File: src/rtl/fetch_pkg.sv
// fetch_pkg: shared state encoding and alignment constants for the PC fetch stage.
package fetch_pkg;
  typedef enum logic [1:0] {IDLE, REQ, HOLD, FAULT} fetch_state_t;
  localparam int INSTR_BYTES = 4;
  localparam logic [1:0] ALIGN_MASK = 2'b11;
endpackage

File: src/rtl/pc_fetch_stage_pc_reg.sv
// pc_reg: program counter flop with async reset to RESET_PC and load enable.
module pc_reg #(
  parameter int ADDR_W = 64,
  parameter logic [ADDR_W-1:0] RESET_PC = '0
) (
  input  logic              clk_i,
  input  logic              rst_i,
  input  logic              en_i,
  input  logic [ADDR_W-1:0] d_i,
  output logic [ADDR_W-1:0] q_o
);
  always_ff @(posedge clk_i or posedge rst_i)
    if (rst_i) q_o <= RESET_PC;
    else if (en_i) q_o <= d_i;
endmodule

File: src/rtl/pc_fetch_stage.sv
// pc_fetch_stage: registered PC with req/ack instruction fetch and hold-until-advance.
// Define PC_ALIGN_CHECK_EN to trap misaligned NextPC into a sticky FAULT state.
module pc_fetch_stage
  import fetch_pkg::*;
#(
  parameter int ADDR_W = 64,
  parameter int INSTR_W = 32,
  parameter logic [ADDR_W-1:0] RESET_PC = '0,
  parameter int CNT_W = 32
) (
  input  logic               CLK,
  input  logic               Reset,
  input  logic [ADDR_W-1:0]  NextPC,
  input  logic               Advance,
  output logic [ADDR_W-1:0]  CurrentPC,
  output logic               IMemReq,
  output logic [ADDR_W-1:0]  IMemAddr,
  input  logic               IMemAck,
  input  logic [INSTR_W-1:0] IMemData,
  output logic [INSTR_W-1:0] Instruction,
  output logic               InstrValid,
  output logic [CNT_W-1:0]   FetchCount,
  output logic               Fault
);
  fetch_state_t state_q;
  logic [INSTR_W-1:0] instr_q;
  logic valid_q;
  logic [CNT_W-1:0] cnt_q;
  logic load;
  assign load = state_q == HOLD && Advance;
  pc_reg #(.ADDR_W(ADDR_W), .RESET_PC(RESET_PC)) u_pc_reg (
    .clk_i(CLK),
    .rst_i(Reset),
    .en_i (load),
    .d_i  (NextPC),
    .q_o  (CurrentPC)
  );
  // Request is decoded from state so an async reset withdraws it immediately.
  assign IMemReq = state_q == REQ;
  assign IMemAddr = CurrentPC;
  assign Instruction = instr_q;
  assign InstrValid = valid_q;
  assign FetchCount = cnt_q;
`ifdef PC_ALIGN_CHECK_EN
  logic fault_q;
  assign Fault = fault_q;
  always_ff @(posedge CLK or posedge Reset)
    if (Reset) begin
      state_q <= IDLE;
      instr_q <= '0;
      valid_q <= 1'b0;
      cnt_q <= '0;
      fault_q <= 1'b0;
    end else begin
      case (state_q)
        IDLE: state_q <= REQ;
        REQ: if (IMemAck) begin
          instr_q <= IMemData;
          valid_q <= 1'b1;
          cnt_q <= cnt_q + 1'b1;
          state_q <= HOLD;
        end
        HOLD: if (Advance) begin
          valid_q <= 1'b0;
          fault_q <= (NextPC[1:0] & ALIGN_MASK) != 2'b00;
          state_q <= (NextPC[1:0] & ALIGN_MASK) != 2'b00 ? FAULT : REQ;
        end
        default: state_q <= FAULT;
      endcase
    end
`else
  assign Fault = 1'b0;
  always_ff @(posedge CLK or posedge Reset)
    if (Reset) begin
      state_q <= IDLE;
      instr_q <= '0;
      valid_q <= 1'b0;
      cnt_q <= '0;
    end else begin
      case (state_q)
        IDLE: state_q <= REQ;
        REQ: if (IMemAck) begin
          instr_q <= IMemData;
          valid_q <= 1'b1;
          cnt_q <= cnt_q + 1'b1;
          state_q <= HOLD;
        end
        HOLD: if (Advance) begin
          valid_q <= 1'b0;
          state_q <= REQ;
        end
        default: state_q <= IDLE;
      endcase
    end
`endif
endmodule

File: config.mk
export PLATFORM = sky130hd
export DESIGN_NAME = pc_fetch_stage
export DESIGN_NICKNAME = d
export VERILOG_FILES = /design/src/rtl/fetch_pkg.sv /design/src/rtl/pc_fetch_stage_pc_reg.sv /design/src/rtl/pc_fetch_stage.sv
export SDC_FILE = /design/constraint.sdc
export NUM_CORES = 1
export LEC_CHECK = 0
export BUFFER_PORTS_ARGS = -buffer_cell sky130_fd_sc_hd__buf_2
export CAP_MARGIN = 0
export CELL_PAD_IN_SITES_DETAIL_PLACEMENT = 2
export CELL_PAD_IN_SITES_GLOBAL_PLACEMENT = 2
export CORE_MARGIN = 2
export CORE_UTILIZATION = 29
export CTS_CLUSTER_DIAMETER = 60
export DETAILED_ROUTE_END_ITERATION = 8
export PLACE_DENSITY = 0.91
export SYNTH_ARGS = -nofsm -noshare
export SYNTH_HDL_FRONTEND = slang
export SYNTH_SLANG_ARGS = --single-unit
export TNS_END_PERCENT = 50
File: constraint.sdc
create_clock -name CLK -period 13 [get_ports CLK]
set_clock_uncertainty 0.2 [all_clocks]
set_input_delay 3.9 -clock CLK [delete_from_list [all_inputs] [get_ports CLK]]
set_output_delay 3.9 -clock CLK [all_outputs]
set_load 0.02 [all_outputs]
# Yosys cells after proc, flatten, opt, wreduce, memory -nomap -nowiden
# Index checks and enable logic that the tools add are counted.
totals:
  out_inout_bits: 195
  reg_bits: 131
  inputBits: 100
  elab_cells: 22
op_classes:
  addsub: 1
  n_reduce_logical: 6
  n_mux: 6
  n_eq_ne: 4
op_table:
  columns: ["operator", "count"]
  rows:
  - ["32-bit by 1-bit adder with 32-bit output, second input constant", 1]
  - ["2-bit case mux with 3 select lines", 1]
  - ["2-bit two-way mux", 2]
  - ["2-bit AND reduction", 2]
  - ["3-bit AND reduction", 1]
  - ["2-bit by 1-bit equality test with 1-bit output, second input constant", 1]
  - ["2-bit equality test, second input constant", 1]
  - ["2-bit zero test", 1]
  - ["1-bit two-way mux", 2]
  - ["2-bit by 1-bit inequality test with 1-bit output, second input constant", 1]
  - ["2-bit inequality test, second input constant", 1]
  - ["1-bit case mux with 2 select lines", 1]
  - ["2-bit nonzero test", 1]
  - ["1-bit logical AND", 1]

# Longest topological paths before layout
# Gate-level depths: netlist (run 1).
logic_depth:
  depth_word: 3
  depth_mapped: 5
  depth_no_buf: 5

# Modules after synthesis
# Synthesis (run 1) repeated with hierarchy kept, for this count alone.
unflattened:
  hier_cells: 410
  area_unflattened_um2: 5980.7
modules_own_cells:
  columns: ["module", "cells_each", "n_inst", "area_each_um2", "seq_area_each_um2"]
  rows:
  - ["pc_fetch_stage", 274, 1, 3298.2, 1676.6]
  - ["pc_reg", 136, 1, 2682.6, 1601.5]

# Worst setup path after synthesis (run 1)
# OpenSTA, ideal clock, no wires.
synth_timing:
  path_kind: "input-to-reg"
  from: "input port IMemAck"
  to: "register cnt_q[28], in the netlist FetchCount[28]"
  setup_time_ps: 130
  n_path_buf: 0
  arrival_time_ps: 4749
  path_stages: 4
  required_time_ps: 12670
  path_slack_ps: 7921
  cell_sequence: "nand4b_1 nor4_2 nand4_1 xnor2_1"
synth_between:
  elab_chain_len: 1
synth_lines:
  columns: ["element", "line", "rtl"]
  rows:
  - ["start, declared", "pc_fetch_stage.sv:18", "input logic IMemAck,"]
  - ["2-bit AND reduction (no source line)", null, null]
  - ["end signal, assigned", "pc_fetch_stage.sv:85", "cnt_q <= cnt_q + 1'b1;"]
  - ["end, declared", "pc_fetch_stage.sv:28", "logic [CNT_W-1:0] cnt_q;"]
# No other way between the ends.
# A chain may end at the register's enable or synchronous reset.

# Worst setup path after layout (run 1)
layout_timing:
  from: "register state_q[0]"
  to: "output port IMemReq"
layout_between:
  elab_chain_len: 1
layout_lines:
  columns: ["element", "line", "rtl"]
  rows:
  - ["start, declared", "pc_fetch_stage.sv:25", "fetch_state_t state_q;"]
  - ["start signal, assigned", "pc_fetch_stage.sv:75", "state_q <= IDLE;"]
  - ["start signal, assigned", "pc_fetch_stage.sv:81", "IDLE: state_q <= REQ;"]
  - ["start signal, assigned", "pc_fetch_stage.sv:86", "state_q <= HOLD;"]
  - ["2-bit by 1-bit equality test with 1-bit output", "pc_fetch_stage.sv:39", "assign IMemReq = state_q == REQ;"]
  - ["end, declared", "pc_fetch_stage.sv:16", "output logic IMemReq,"]
# No other way between the ends.

==> impl_results.md, run 1 <==
* Status: finished clean
* Post-synth top flop: dfrtp_1
* Worst-path maximum fanout at 7
* #FFs+latches synth at 131
* Worst path max stage delay at 0.46 ns
* Fin nets at 814
* Place WS at 7.39 ns
* Syn Inst Count at 477
* DIE WIDTH at 144 um
* Global route overflow at 0
* Multi-input gate area at 1800 um2
* Family with the most delay on the worst path: flip-flops
* Clock Tree Buf Depth at 2
* First-pass detailed-route iteration total at 4
* Root Buffer: clkbuf_16
* Max-cap viol count at 0
* RSZ-0062 raised after global routing: false
* Max-slew violations at 0
* Final Util at 39.0%
* Buffer count from post-CTS setup fixing at 0
* Min Tclk post-route at 5.34 ns
* Reg2Reg Depth at 5
* # IOs at 295
* Reg clk slew, reported paths at 0.06 ns
* Synth Area per Inst at 11.8 um2
* WP buf/inv at 1
* Setup_tns at 0 ns
* Hold Crit Class: reg2reg
* Register area at 3280 um2
* WP data required at 8.90 ns
* Core Area at 19300 um2
* Filler cells at 2123
* Critical path type: reg2out
* Hold path endpoint: Instruction[27]
* Crit. Startpoint: state_q[0]
* Pin count of the biggest net entering global routing at 69
* Die Span Y at 144 um
* Layout cell share with drive strength beyond 1 at 55.0%
* Crit-path cells: nor2b_1 > buf_2
* Setup violators final at 0
* Post-synth EDFFs at 0
* Via Count at 4419
* Post-route setup slack at 7.66 ns
* Max VDD drop at 89.2 uV
* Vias per cell at 4.45
* Tot Pwr at 2.05 mW
* Max Clk Rate at 187 MHz
* Cell variety after synth at 29
* Synth warn at 0
* DRC at 0
* WHS Path Cells at 2
* # resized after CTS at 0
* Number of global-route vias before repair at 4826
* Row count at 51
* RR Endpoint: FetchCount[26]
* Leakage Power at 4.01 nW
* Layout Cell Area excl Fill at 7510 um2
* Initial Util at 29.3%
* CTS sink cnt at 131
* Placed Area at 6930 um2
* Slew margin rel. at 43.1%
* GR Util All Layers at 17.9%
* Crit start category: flip-flop
* Mapped cell area at 5650 um2
* Routed WL per cell at 18.5 um
* Pwr per Cell Area at 273 nW/um2
* Async SR Flop Fraction at 100%
* Worst slew pin tran at 0.853 ns
* H-Tree Level Count at 4
* Final wirelength at 18.4 mm
* Sequential element share of the synthesized area at 58.0%
* HPWL Detailed at 13.9 mm
* CP max-delay cell: dfrtp_1
* CTS tree: yes
* Placer Congestion at 0.755
* CP arrival at 1.24 ns
* Die ar. at 20600 um2
* Final hold vios at 0
* Port bufs at 293
* Antenna violations before repair at 1
* Initial drt markers at 82
* CTS Buf Count at 17
* Final worst-path cycle share at 41.1%
* First-pass GRT wire length at 28.0 mm
* Hold path start: Instruction[27]
* Post-CTS Hold Fix Bufs at 0
* P&R area growth vs syn at 33.0%
* FF-to-FF setup slack at 10.85 ns
* Syn Nets at 578
* Final ANT Viol Nets at 0
* FF-to-FF Start: FetchCount[0]
* Critical path capture point type: output port
* Clock Latency Late Sink at 0.41 ns
-- sequential cells by signal (all words and copies together), names as in the netlist --
signal        flops
state_q           2
FetchCount       32
Instruction      32
u_pc_reg.q_o     64
InstrValid        1
-- report_power, final --
| group | switching (mW) | total (mW) | internal (mW) |
|---|---|---|---|
| clock | 0.184 | 0.471 | 0.287 |
| combinational | 0.568 | 0.877 | 0.309 |
| sequential | 0.135 | 0.703 | 0.569 |
| total | 0.886 | 2.05 | 1.16 |
-- routing by layer --
metal	part of all wire, %	global-route usage (%)
met5	0	0
met4	1.3	4.80
met3	8.1	5.56
met2	54	33.0
met1	37	19.7
-- worst register-to-register path: cells and delay by family, from the launching register on --
family,cells,cell delay (ns)
xor gates and xnor gates,1,0.18
adders and majority gates,1,0.22
and+or+nand+nor,3,0.99
DFF,1,0.43
-- synth_stat cells (2+ instances only) --
library cell	count	area share, %
nand3_1	9	0.80
nand2_1	108	7.2
o21ai_0	2	0.18
xor2_1	3	0.47
buf_2	8	0.71
dfrtp_1	131	58
nand3b_1	2	0.27
nand4_1	16	1.8
xnor2_1	28	4.3
mux2_2	64	13
nor2_1	6	0.40
nor3_1	2	0.18
clkbuf_1	8	0.53
nor4_4	2	0.75
and3_1	5	0.55
buf_4	65	8.6
inv_1	4	0.27
and2_1	3	0.33
-- final cells by class --
class,instances,share of cell area [%]
antenna,2,0.0666
tap,265,4.41
multi-input combinational,261,23.9
sequential,131,43.6
inverter,4,0.266
timing repair buffer,298,20.0
clock inverter,13,1.80
clock buffer,19,5.89
-- layout by cell type, fill, tap and decap left out, drive strengths merged --
| master | n |
|---|---|
| ha | 1 |
| nand3 | 9 |
| nand2b | 1 |
| and3b | 1 |
| nand4b | 1 |
| mux2 | 64 |
| clkinv | 8 |
| and4 | 2 |
| diode | 2 |
| nor4 | 4 |
| nand3b | 2 |
| conb | 1 |
| bufinv | 2 |
| clkbuf | 19 |
| nor3 | 2 |
| xor2 | 3 |
| inv | 5 |
| xnor2 | 28 |
| and3 | 5 |
| buf | 298 |
| dfrtp | 131 |
| nand2 | 108 |
| clkinvlp | 2 |
| nand4 | 17 |
| and2 | 3 |
| nor2 | 6 |
| nor2b | 1 |
| o21ai | 2 |
-- worst max-delay path by stage --
stage	endpoint	slack, ns	cells past startpoint
after floorplan	FetchCount[0]	5.40	1
after global placement	u_pc_reg.q_o[43]	7.43	3
after detailed placement	u_pc_reg.q_o[44]	7.39	3
after CTS	IMemReq	7.60	2
after global routing	IMemReq	7.56	2
final	IMemReq	7.66	2
-- logic make-up after synthesis --
family	share of synthesized area, %
AOI/OAI and AO/OA	0.177
xor gates and xnor gates	4.81
adders and majority gates	0.221
buffers and inverters	10.1
DFF	58.0
muxes	12.8
other	0.0664
and+or+nand+nor	13.8
-- metrics by stage --
step / std cells / hold slack (ns)
floorplan: 477 / 0.312
global placement: 959 / 0.252
detailed placement: 959 / 0.265
CTS: 991 / 0.282
global route: 993 / 0.311
finish: 993 / 0.276
(Power assumes the default switching activity.)
==> run 2: changes to the inputs <==
--- a/config.mk
+++ b/config.mk
@@ -10,10 +10,10 @@
 export CELL_PAD_IN_SITES_DETAIL_PLACEMENT = 2
 export CELL_PAD_IN_SITES_GLOBAL_PLACEMENT = 2
 export CORE_MARGIN = 2
-export CORE_UTILIZATION = 29
+export CORE_UTILIZATION = 27
 export CTS_CLUSTER_DIAMETER = 60
 export DETAILED_ROUTE_END_ITERATION = 8
-export PLACE_DENSITY = 0.91
+export PLACE_DENSITY = 0.85
 export SYNTH_ARGS = -nofsm -noshare
 export SYNTH_HDL_FRONTEND = slang
 export SYNTH_SLANG_ARGS = --single-unit
==> constraint.sdc (replaced) <==
create_clock -name CLK -period 5.6 [get_ports CLK]
set_clock_uncertainty 0.2 [all_clocks]
set_input_delay 1.68 -clock CLK [delete_from_list [all_inputs] [get_ports CLK]]
set_output_delay 1.68 -clock CLK [all_outputs]
set_load 0.02 [all_outputs]
==> run 2 against run 1 <==
Net effect: utilization fell by 1.7 points; die area rose by 7.2%; via count fell by 0.20%; first-iteration DRC count fell by 11%; worst hold slack got worse by 0.0044 ns; non-clock buffer count rose by 1; cell count rose by 0.40%; critical path depth did not move; sequential power rose by 130%; count of clock-buffer cells in the layout fell by 2; wire length fell by 4.3%.
==> impl_results.md, run 2 (synthesis results as in run 1) <==
* Initial drt markers at 73 (-11%)
* Most flop-heavy register: u_pc_reg.q_o
* Critical path type: reg2out
* Hold Crit Class: reg2reg
* Initial Util at 27.7% (-1.6 points)
* Worst path max stage delay at 0.44 ns (-0.02 ns)
* HPWL Detailed at 13.5 mm (-3.2%)
* Port bufs at 293 (unchanged)
* Min Tclk post-route at 3.08 ns
* RR Endpoint: FetchCount[26]
* Setup_tns at 0 ns (unchanged)
* Max reg flops at 64 (unchanged)
* Pwr per Cell Area at 642 nW/um2 (+140%)
* CTS Buf Count at 17 (unchanged)
* Clock Tree Buf Depth at 2 (unchanged)
* Crit-path cells: nor2b_1 > buf_2
* Final ANT Viol Nets at 0 (unchanged)
* Core Area at 20400 um2 (+5.7%)
* FF-to-FF setup slack at 3.50 ns (-7.35 ns)
* Final wirelength at 17.6 mm (-4.3%)
* GR Util All Layers at 16.2% (-1.6 points)
* Critical path capture point type: output port
* Most frequent cells in the layout: 293 x buf_2, 131 x dfrtp_1, 108 x nand2_1, 64 x mux2_2, 28 x xnor2_1
* Placed cells at 965 (+0.63%)
* Max Clk Rate at 325 MHz
* Fin nets at 815 (+0.12%)
* Reg clk slew, reported paths at 0.06 ns (about the same)
* Status: finished clean
* First-pass GRT wire length at 27.7 mm (-1.0%)
* Clock Latency Late Sink at 0.41 ns (about the same)
* H-Tree Level Count at 4 (unchanged)
* CTS sink cnt at 131 (unchanged)
* Max VDD drop at 225 uV (+150%)
* First-pass detailed-route iteration total at 4 (unchanged)
* WHS Path Cells at 2 (unchanged)
* CP max-delay cell: dfrtp_1
* CTS tree: yes
* Pin count of the biggest net entering global routing at 95 (+38%)
* Final worst-path cycle share at 55.0%
* Setup violators final at 0 (unchanged)
* Max-slew violations at 0 (unchanged)
* # resized after CTS at 0 (unchanged)
* Placed Area at 6950 um2 (+0.20%)
* Buffer count from post-CTS setup fixing at 0 (unchanged)
* Layout Cell Area excl Fill at 7600 um2 (+1.2%)
* CP arrival at 1.20 ns (-0.04 ns)
* Worst-path maximum fanout at 7 (unchanged)
* Post-CTS Hold Fix Bufs at 0 (unchanged)
* Antenna violations before repair at 1 (unchanged)
* WP buf/inv at 1 (unchanged)
* Worst slew pin tran at 0.871 ns (+0.0177 ns)
* Reg2Reg Depth at 5 (unchanged)
* Root Buffer: clkbuf_16
* DRC at 0 (unchanged)
* Layout cell share with drive strength beyond 1 at 55.1% (+0.14 points)
* Hold path start: Instruction[2]
* Placer Congestion at 0.743 (-1.5%)
* Final std cells w/o fill at 997 (+0.40%)
* Final hold vios at 0 (unchanged)
* RSZ-0062 raised after global routing: false
* Number of global-route vias before repair at 4866 (+0.83%)
* Crit start category: flip-flop
* Max-cap viol count at 0 (unchanged)
* DIE WIDTH at 149 um (+3.5%)
* WP data required at 3.72 ns (-5.18 ns)
* Global route overflow at 0 (unchanged)
* Slew margin rel. at 41.9% (-1.2 points)
* FF-to-FF Start: FetchCount[0]
* Die ar. at 22100 um2 (+7.2%)
* Via Count at 4410 (-0.20%)
* Vias per cell at 4.42 (-0.60%)
* # IOs at 295 (unchanged)
* Worst hold slack at 0.272 ns (-0.00438 ns)
* Row count at 52 (+2.0%)
* P&R area growth vs syn at 34.6%
* Routed WL per cell at 17.7 um (-4.7%)
* Commonest non-fill, non-tap cell in the layout: buf_2
* Hold path endpoint: Instruction[2]
* Die Span Y at 149 um (+3.5%)
* Leakage Power at 4.04 nW (+0.85%)
* Family with the most delay on the worst path: flip-flops
[run 2: cell count changes in the layout (fill, tap and decap cells not counted), sizes merged]
cell and change:
buf +1, diode -1, clkinv -4, inv +2, bufinv +3, clkbuf -2
[run 2: worst max-delay path by stage]
stage / start / to / slack [ns] / depth (start not counted)
floorplan: Reset / FetchCount[0] / 0.22 / 1
global placement: Advance / u_pc_reg.q_o[61] / 2.30 / 4
detailed placement: Advance / u_pc_reg.q_o[1] / 2.23 / 4
CTS: state_q[0] / IMemReq / 2.48 / 2
global route: state_q[0] / IMemReq / 2.41 / 2
finish: state_q[0] / IMemReq / 2.52 / 2
[run 2: layout make-up]
type	count	area [um2]
fill	2231	12800
sequential	131	3280
multi-input combinational	261	1800
timing repair buffer	299	1510
clock buffer	17	425
tap	270	338
clock inverter	14	229
inverter	4	20.0
antenna	1	2.50
[run 2: worst register-to-register path: cells and delay by family (launching register included)]
family        cells  cell delay (ns)
xor+xnor          1             0.17
fa+ha+maj         1             0.22
flops             1             0.44
simple gates      3             0.96
[run 2: per-layer routing]
metal  GRT usage (%)  wire length [um]  vias to the layer above
met1            18.8              6750                     2233
met5               0                 0                        -
met2            28.7              9240                      186
met4            4.10               160                        0
li1                -                 -                     1977
met3            5.61              1460                       14
[run 2: report_power, final]
group          switching [mW]  internal (mW)  leakage (nW)  total (mW)
logic                    1.30          0.717          2.10        2.01
registers               0.306           1.32          1.63        1.63
clock network           0.442          0.796         0.312        1.24
total                    2.04           2.83          4.04        4.88
[run 2: through the flow]
step / total power, mW / worst slack, ns / util (%)
final: 4.88 / 2.52 / 37.3
after global routing: 5.17 / 2.41 / 37.3
after CTS: 4.96 / 2.48 / 37.3
after detailed placement: 3.70 / 2.23 / 34.1
after global placement: 3.59 / 2.30 / 34.1
after floorplan: 3.14 / 0.222 / -
==> run 3: changes to the inputs <==
--- a/config.mk
+++ b/config.mk
@@ -10,10 +10,10 @@
 export CELL_PAD_IN_SITES_DETAIL_PLACEMENT = 2
 export CELL_PAD_IN_SITES_GLOBAL_PLACEMENT = 2
 export CORE_MARGIN = 2
-export CORE_UTILIZATION = 27
+export CORE_UTILIZATION = 24
 export CTS_CLUSTER_DIAMETER = 60
 export DETAILED_ROUTE_END_ITERATION = 8
-export PLACE_DENSITY = 0.85
+export PLACE_DENSITY = 0.81
 export SYNTH_ARGS = -nofsm -noshare
 export SYNTH_HDL_FRONTEND = slang
 export SYNTH_SLANG_ARGS = --single-unit
==> constraint.sdc (replaced) <==
create_clock -name CLK -period 2.79 [get_ports CLK]
set_clock_uncertainty 0.2 [all_clocks]
set_input_delay 0.837 -clock CLK [delete_from_list [all_inputs] [get_ports CLK]]
set_output_delay 0.837 -clock CLK [all_outputs]
set_load 0.02 [all_outputs]
==> run 3 against run 2 <==
Net effect: setup slack got worse by 1.9 ns; sequential share of layout area fell by 0.25 points; critical endpoint unchanged; highest routed layer unchanged; cell count rose by 4.9%.
==> impl_results.md, run 3 (synthesis results as in run 1) <==
* Setup violators final at 0 (unchanged)
* H-Tree Level Count at 4 (unchanged)
* Initial Util at 24.3% (-3.5 points)
* Clk pwr share at 24.1% (-1.3 points)
* Min Tclk post-route at 2.21 ns
* DRC at 0 (unchanged)
* Routed WL per cell at 16.9 um (-4.5%)
* Clock Latency Late Sink at 0.42 ns (about the same)
* First-pass detailed-route iteration total at 4 (unchanged)
* Reg2Reg Depth at 5 (unchanged)
* Global route overflow at 0 (unchanged)
* Fin nets at 815 (unchanged)
* Clock Tree Buf Depth at 2 (unchanged)
* Via Count at 4388 (-0.50%)
* Psw at 4.09 mW (+100%)
* Crit start category: flip-flop
* CP arrival at 1.17 ns (-0.03 ns)
* Switching portion of total power at 42.5% (+0.60 points)
* Antenna violations before repair at 0 (-1)
* First-pass GRT wire length at 27.1 mm (-2.1%)
* Most flop-heavy register: u_pc_reg.q_o
* CTS sink cnt at 131 (unchanged)
* Worst path max stage delay at 0.44 ns (about the same)
* Seq pwr share at 33.5% (+0.2 points)
* Post-CTS Hold Fix Bufs at 0 (unchanged)
* P&R area growth vs syn at 35.3%
* Initial drt markers at 98 (+34%)
* Worst-path maximum fanout at 7 (unchanged)
* RSZ-0062 raised after global routing: false
* Row count at 56 (+7.7%)
* Core Area at 23300 um2 (+14%)
* GR Util All Layers at 14.4% (-1.8 points)
* Worst slew pin tran at 0.531 ns (-0.340 ns)
* Root Buffer: clkbuf_16
* Max-slew violations at 0 (unchanged)
* Die Span Y at 157 um (+5.9%)
* CTS Buf Count at 17 (unchanged)
* Placer Congestion at 0.732 (-1.4%)
* Pwr per Cell Area at 1260 nW/um2 (+96%)
* CP max-delay cell: dfrtp_1
* Buffer count from post-CTS setup fixing at 0 (unchanged)
* Max reg flops at 64 (unchanged)
* Port bufs at 293 (unchanged)
* Leakage Power at 4.02 nW (-0.49%)
* Max Clk Rate at 453 MHz
* Final worst-path cycle share at 79.2%
* CTS tree: yes
* Pin count of the biggest net entering global routing at 76 (-20%)
* DIE WIDTH at 157 um (+5.9%)
* # IOs at 295 (unchanged)
* Final wirelength at 17.7 mm (+0.23%)
* Final std cells w/o fill at 1046 (+4.9%)
* Setup_tns at 0 ns (unchanged)
* Critical path type: reg2out
* ANT cells at 0 (-1)
* Final hold vios at 0 (unchanged)
* Max VDD drop at 433 uV (+93%)
* Final ANT Viol Nets at 0 (unchanged)
* Vias per cell at 4.20 (-5.2%)
* Number of global-route vias before repair at 4828 (-0.78%)
* WHS Path Cells at 1 (-1)
* Layout cell share with drive strength beyond 1 at 55.0% (-0.076 points)
* Placed cells at 1014 (+5.1%)
* HPWL Detailed at 13.3 mm (-0.89%)
* Reg clk slew, reported paths at 0.06 ns (about the same)
* Comb power frac at 42.4% (+1.1 points)
* Placed Area at 7040 um2 (+1.4%)
* Layout Cell Area excl Fill at 7650 um2 (+0.58%)
* # resized after CTS at 0 (unchanged)
* Max-cap viol count at 0 (unchanged)
* Die ar. at 24800 um2 (+12%)
* Internal at 5.53 mW (+95%)
* Hold Crit Class: reg2reg
* Slew margin rel. at 64.3% (+22 points)
* Crit-path cells: nor2b_1 > buf_2
* Most frequent cells in the layout: 293 x buf_2, 131 x dfrtp_1, 108 x nand2_1, 64 x mux2_2, 28 x xnor2_1
* Status: finished clean
* Commonest non-fill, non-tap cell in the layout: buf_2
* Critical path capture point type: output port
* WP data required at 1.75 ns (-1.97 ns)
==> run 3: cell types whose count changed in the layout (fill, tap and decap cells not counted), sizes merged <==
cell,delta
bufinv,-2
inv,-4
clkbuf,+2
clkinv,+1
clkinvlp,+4
diode,-1
==> run 3: metrics by stage <==
| stage | util (%) | total power [mW] | setup slack (ns) | hold slack [ns] |
|---|---|---|---|---|
| final | 32.9 | 9.61 | 0.580 | 0.267 |
| after global routing | 32.9 | 10.2 | 0.412 | 0.298 |
| after CTS | 32.9 | 9.80 | 0.537 | 0.271 |
| after detailed placement | 30.3 | 7.43 | 0.337 | 0.259 |
| after global placement | 30.3 | 7.24 | 0.405 | 0.254 |
| after floorplan | - | 6.31 | 0.130 | 0.312 |
==> run 3: per-layer routing <==
metal	vias to the layer above	share of wire (%)	GRT usage [%]
met2	192	52	26.3
met5	-	0	0
met4	0	0.99	3.90
met3	13	9.8	5.78
met1	2208	37	15.4
li1	1975	-	-
==> run 3: critical path: cells and delay by family, from the launching register on <==
| kind | cells | cell delay, ns |
|---|---|---|
| buffers and inverters | 1 | 0.18 |
| and+or+nand+nor | 1 | 0.15 |
| DFF | 1 | 0.44 |
==> run 3: power groups by stage <==
stage	combinational, mW	sequential (mW)	clock, mW
finish	4.07	3.22	2.32
global route	4.41	3.34	2.49
CTS	4.15	3.24	2.40
detailed placement	4.16	3.27	0
global placement	4.02	3.22	0
floorplan	2.25	4.06	0
==> run 3: final cells by class <==
class	instances	area (um2)
Clock buffer	19	443
Clock inverter	13	160
Fill cell	2607	15600
Inverter	4	18.8
Multi-Input combinational cell	261	1800
Sequential cell	131	3280
Tap cell	319	399
Timing Repair Buffer	299	1550
==> run 3: final timing paths <==
check / slack, ns / endpoint / start
max: 0.58 / IMemReq / state_q[0]
min: 0.27 / FetchCount[31] / FetchCount[31]
max in group asynchronous: 1.65 / u_pc_reg.q_o[48] / Reset
min in group asynchronous: 0.34 / u_pc_reg.q_o[0] / Reset
min reg2reg: 0.27 / FetchCount[31] / FetchCount[31]
max reg2reg: 0.60 / FetchCount[30] / FetchCount[0]
